--- src/rtl/timer_pkg.sv ---
// Shared types and constants for the BCD countdown timer.
package timer_pkg;

    typedef enum logic [1:0] {
        ST_IDLE  = 2'd0,
        ST_RUN   = 2'd1,
        ST_PAUSE = 2'd2
    } state_t;

    // Highest value a digit may hold before wrapping on a borrow.
    localparam logic [3:0] DIGIT_MAX_UNITS = 4'd9;
    localparam logic [3:0] DIGIT_MAX_TENS  = 4'd5;

    // "+30 s" as a two-digit BCD seconds value.
    localparam logic [7:0] ADD30_BCD = 8'h30;

endpackage

--- src/rtl/bcd_digit.sv ---
// One BCD digit of the timer: parallel load, or decrement with borrow chaining
// (wraps 0 -> LIMIT when borrowing).
module bcd_digit
    import timer_pkg::*;
#(
    parameter logic [3:0] LIMIT = DIGIT_MAX_UNITS
) (
    input  logic       CLK,
    input  logic       clear,
    input  logic       load,
    input  logic [3:0] load_val,
    input  logic       dec,
    input  logic       borrow_in,
    output logic [3:0] value,
    output logic       borrow_out,
    output logic       is_zero
);

    assign is_zero    = (value == 4'd0);
    assign borrow_out = borrow_in & is_zero;

    always_ff @(posedge CLK or posedge clear) begin
        if (clear) begin
            value <= 4'd0;
        end else if (load) begin
            value <= load_val;
        end else if (dec && borrow_in) begin
            value <= is_zero ? LIMIT : value - 4'd1;
        end
    end

endmodule

--- src/rtl/bcd_countdown_timer.sv ---
// Keypad-loaded mm:ss BCD countdown timer with IDLE/RUN/PAUSE control.
// Optional "+30 s" button enabled by defining TIMER_ADD30_EN.
module bcd_countdown_timer
    import timer_pkg::*;
#(
    parameter int MIN_DIGITS = 2
) (
    input  logic                        CLK,
    input  logic                        clear,
    input  logic                        tick,
    input  logic                        key_valid,
    input  logic [3:0]                  key_digit,
    input  logic                        start,
    input  logic                        stop,
`ifdef TIMER_ADD30_EN
    input  logic                        add30,
`endif
    output logic [4*(MIN_DIGITS+2)-1:0] time_bcd,
    output logic                        running,
    output logic                        paused,
    output logic                        done,
    output logic                        key_err
);

    localparam int N = MIN_DIGITS + 2;
    localparam int W = 4 * N;

    state_t         state, state_next;
    logic           dig_load;
    logic [W-1:0]   load_val;
    logic           dec_en;
    logic           done_next;
    logic           key_err_next;
    logic [N:0]     chain;
    logic [N-1:0]   zero_flag;
    logic           time_zero;
    logic           time_one;

`ifdef TIMER_ADD30_EN
    // Adds 30 s in BCD; a carry out of the top minute digit saturates to max.
    function automatic logic [W-1:0] add30_sat(input logic [W-1:0] t);
        logic [W-1:0] r;
        logic [3:0]   d;
        logic         carry;
        r = t;
        d = t[7:4] + ADD30_BCD[7:4];
        if (d > DIGIT_MAX_TENS) begin
            r[7:4] = d - 4'd6;
            carry  = 1'b1;
        end else begin
            r[7:4] = d;
            carry  = 1'b0;
        end
        for (int i = 2; i < N; i++) begin
            d = t[4*i +: 4] + {3'b000, carry};
            if (d > DIGIT_MAX_UNITS) begin
                r[4*i +: 4] = 4'd0;
                carry       = 1'b1;
            end else begin
                r[4*i +: 4] = d;
                carry       = 1'b0;
            end
        end
        if (carry) begin
            for (int i = 0; i < N; i++) begin
                r[4*i +: 4] = (i == 1) ? DIGIT_MAX_TENS : DIGIT_MAX_UNITS;
            end
        end
        return r;
    endfunction
`endif

    assign chain[0] = 1'b1;

    for (genvar i = 0; i < N; i++) begin : g_digit
        bcd_digit #(
            .LIMIT((i == 1) ? DIGIT_MAX_TENS : DIGIT_MAX_UNITS)
        ) u_digit (
            .CLK       (CLK),
            .clear     (clear),
            .load      (dig_load),
            .load_val  (load_val[4*i +: 4]),
            .dec       (dec_en),
            .borrow_in (chain[i]),
            .value     (time_bcd[4*i +: 4]),
            .borrow_out(chain[i+1]),
            .is_zero   (zero_flag[i])
        );
    end

    assign time_zero = &zero_flag;
    assign time_one  = (time_bcd[3:0] == 4'd1) && (&zero_flag[N-1:1]);

    // A request that means nothing in the current state is treated as absent,
    // so it never masks a lower-priority request.
    always_comb begin
        state_next   = state;
        dig_load     = 1'b0;
        load_val     = time_bcd;
        dec_en       = 1'b0;
        done_next    = 1'b0;
        key_err_next = 1'b0;
        case (state)
            ST_IDLE: begin
                if (stop) begin
                    dig_load = 1'b1;
                    load_val = '0;
                end else if (start && !time_zero) begin
                    state_next = ST_RUN;
                end
`ifdef TIMER_ADD30_EN
                else if (add30) begin
                    dig_load = 1'b1;
                    load_val = add30_sat(time_bcd);
                    if (time_zero) begin
                        state_next = ST_RUN;
                    end
                end
`endif
                else if (key_valid) begin
                    if (key_digit > DIGIT_MAX_UNITS || time_bcd[3:0] > DIGIT_MAX_TENS) begin
                        key_err_next = 1'b1;
                    end else begin
                        dig_load = 1'b1;
                        load_val = {time_bcd[W-5:0], key_digit};
                    end
                end
            end
            ST_RUN: begin
                if (stop) begin
                    state_next = ST_PAUSE;
                end
`ifdef TIMER_ADD30_EN
                else if (add30) begin
                    dig_load = 1'b1;
                    load_val = add30_sat(time_bcd);
                end
`endif
                else if (tick) begin
                    dec_en = ~chain[N];
                    if (time_one) begin
                        state_next = ST_IDLE;
                        done_next  = 1'b1;
                    end
                end
            end
            ST_PAUSE: begin
                if (stop) begin
                    state_next = ST_IDLE;
                    dig_load   = 1'b1;
                    load_val   = '0;
                end else if (start) begin
                    state_next = ST_RUN;
                end
`ifdef TIMER_ADD30_EN
                else if (add30) begin
                    dig_load = 1'b1;
                    load_val = add30_sat(time_bcd);
                end
`endif
            end
            default: begin
                state_next = ST_IDLE;
            end
        endcase
    end

    always_ff @(posedge CLK or posedge clear) begin
        if (clear) begin
            state   <= ST_IDLE;
            running <= 1'b0;
            paused  <= 1'b0;
            done    <= 1'b0;
            key_err <= 1'b0;
        end else begin
            state   <= state_next;
            running <= (state_next == ST_RUN);
            paused  <= (state_next == ST_PAUSE);
            done    <= done_next;
            key_err <= key_err_next;
        end
    end

endmodule

--- config.mk ---
export PLATFORM = sky130hd
export DESIGN_NAME = bcd_countdown_timer
export DESIGN_NICKNAME = d
export VERILOG_FILES = /design/src/rtl/timer_pkg.sv /design/src/rtl/bcd_digit.sv /design/src/rtl/bcd_countdown_timer.sv
export SDC_FILE = /design/constraint.sdc
export NUM_CORES = 1
export LEC_CHECK = 0
export CAP_MARGIN = 30
export CORE_MARGIN = 2
export CORE_UTILIZATION = 35
export CTS_CLUSTER_SIZE = 8
export DETAILED_ROUTE_END_ITERATION = 12
export PLACE_DENSITY = 0.61
export SLEW_MARGIN = 20
export SYNTH_ARGS = -nofsm -noshare
export SYNTH_HDL_FRONTEND = slang
export SYNTH_SLANG_ARGS = --single-unit
--- constraint.sdc ---
create_clock -name CLK -period 1.95 [get_ports CLK]
set_input_delay 0.195 -clock CLK [delete_from_list [all_inputs] [get_ports CLK]]
set_output_delay 0.195 -clock CLK [all_outputs]
set_load 0.01 [all_outputs]
==> run metrics <==
outcome=finished with violations; failing checks=negative setup slack; Cell variety after synth=45; worst setup margin=-0.130 ns; crit path max-delay cell type=or4b_1; # IOs=30; largest net degree at the start of global routing=23; P_sw=645 uW; CP arrival=2.25 ns; worst vdd ir=0.000430 V; final non-filler cell total=281; async set-reset flop share out of synthesis=100%; cell area power density=851 nW/um^2; overall power=1.93 mW; R2R Path End=g_digit[1].u_digit.value[2]; Reg power frac=29.6%; Clock Tree Buf Depth=2; commonest non-fill, non-tap cell in the layout=buf_4; # rows=22; clock sink total=22; hold slack=0.265 ns; Pleak=1.00 nW; pre-CTS setup slack=-0.287 ns; Fill cells=316; yosys warns=0; Setup-failing EPs final=9; switching part of the total power=33.5%; DR WL/cell=15.9 um; min Tclk post-route=2.08 ns; clock-pin transition on the worst setup and hold timing paths=0.09 ns; Crit Path Class=flop to flop; nets@finish=244; First-pass DRT Iterations=4; input/output buffers=29; Die Y=67.1 um; Area after DPL=2020 um^2; Starting Density=37.2%; vias in the first global route=1485; Pins Over Slew Limit=0; most frequent cells in the layout=50 x buf_4, 29 x clkdlybuf4s50_1, 21 x nand2_1, 21 x dfrtp_1, 12 x nor2_1; setup TNS=-0.382 ns; initial antenna violation count=0; Area Overhead vs Synth=62.4%; number of synthesized flops with an enable pin=0; overall routing resource usage=20.7%; Final ANT Viol Nets=0; Core Util, Final=60.4%; CTS H-tree lvls=1; Tcrit/Tclk final=107%; Total Wirelength=4470 um; slowest stage delay, CP=0.51 ns; total gr overflow=0; fin area=2260 um^2; global-route wire length before repair=7080 um; final hold viol count=0; WP data required=2.12 ns; CTS tree=done; r2r worst-path depth=7; number of buffers created by CTS=3; die width=67.1 um; die area=4500 um^2; # DRC=0; Max-Cap Viols=0; synthesized flop and latch total=22; Clock Power Share=22.5%; Worst Hold Class=input port to async pin; syn_area_per_cell=8.98 um^2; Post-Syn Nets=165; Worst-Margin Slew=0.367 ns; synthesized area=1390 um^2; fmax=481 MHz; total placed cells including tap cells=266; Seq/Total Area, Yosys=39.5%; Comb pwr share=47.9%; cts-stage hold buffer count=0; gpl congestion=0.910; DR iter-0 viols=93; r2r startpoint=g_digit[0].u_digit.value[2]; internal reg-to-reg setup slack=-0.13 ns; RSZ-0062 raised after global routing=true; clk_skew=0.00885 ns; Startpoint Class=flop; vias per std cell=5.62; crit path max fanout=4; Cells after Synth=155; Worst setup EP type=flop; HPWL after DPL=3150 um; Int Pwr=1.28 mW; Rel. slew slack=75.3%; Core Region=3740 um^2; Skew-Pair Late Insertion Delay=0.27 ns; top_reg_cell synth=dfrtp_1; share of cells above drive strength 1=33.5%; CP Cell Sequence=nor4_4, nand4_1, buf_4, o21ai_4, or4_4, or4b_1, o211a_1; via count=1578; CTS root buffer=clkbuf_8; Inserted Diodes=0
## registers in the layout, summed over array words and instances, names as in the netlist
name	count
running	1
state	2
paused	1
key_err	1
done	1
g_digit.u_digit.value	16
## cell families after synthesis
group                  Yosys count  synth area share, %
AOI/OAI and AO/OA               56                 28.7
DFF                             22                 39.5
and+or+nand+nor                 62                 26.5
buffers and inverters           14                 4.49
muxes                            1                0.809
## cell usage after synthesis, drive strengths merged, types with 3 or more instances
cell     number  area [um^2]
inv           6         22.5
nand2        21         78.8
a21oi         6         30.0
o21ai        13         68.8
nor2         12         45.0
dfrtp        22          551
nor4          5         76.3
a31oi         6         37.5
nand4         4         25.0
a2bb2oi       6         52.6
nor3          6         30.0
a211oi        3         22.5
nor2b         3         18.8
a21o          3         22.5
clkbuf        4         17.5
buf           4         22.5
## what timing repair did
action | 4_1_cts | 5_1_grt
endpoints found under the setup margin | 14 | 19
gates resized for setup | 3 | 18
gates cloned | 0 | 1
pin swaps | 2 | 2
buffers inserted | 5 | 5
## critical path: cells and delay by family, from the launching register on
family | cells | cell delay [ns]
and+or+nand+nor | 4 | 1.20
DFF | 1 | 0.43
AOI/OAI and AO/OA | 2 | 0.18
buffers and inverters | 1 | 0.17
## power by group through the flow
stage / sequential (mW) / combinational, mW / clock, mW
finish: 0.571 / 0.922 / 0.433
global route: 0.578 / 0.999 / 0.473
CTS: 0.573 / 0.841 / 0.436
detailed placement: 0.584 / 0.813 / 0
global placement: 0.583 / 0.799 / 0
floorplan: 0.636 / 0.358 / 0
## worst max-delay path by stage
stage                                      from                           to  slack, ns
CTS                 g_digit[0].u_digit.value[2]  g_digit[1].u_digit.value[2]      -0.08
detailed placement                 key_digit[2]  g_digit[0].u_digit.value[1]      -0.29
global route        g_digit[2].u_digit.value[3]  g_digit[0].u_digit.value[3]      -0.22
finish              g_digit[0].u_digit.value[2]  g_digit[1].u_digit.value[2]      -0.13
floorplan           g_digit[0].u_digit.value[3]  g_digit[0].u_digit.value[3]      -0.06
global placement                   key_digit[2]  g_digit[0].u_digit.value[3]      -0.22
## final cells by class
class | instances | area, um^2 | area share (%)
multi-input cells | 119 | 857 | 37.9
inverters | 6 | 22.5 | 0.996
repair buffers | 82 | 699 | 30.9
clock buffers | 3 | 41.3 | 1.83
well taps | 48 | 60.1 | 2.65
clock inverters | 1 | 30.0 | 1.33
flip-flops and latches | 22 | 552 | 24.4
## routing by layer
layer  track usage [%]  vias to the layer above  routed length [um]
met5                 0                        -                   0
met2              34.4                       62                2250
met4              8.93                        0                 106
met1              26.5                      757                1880
met3              2.87                       10                 232
li1                  -                      749                   -
Power figures use the tool's default switching activity.
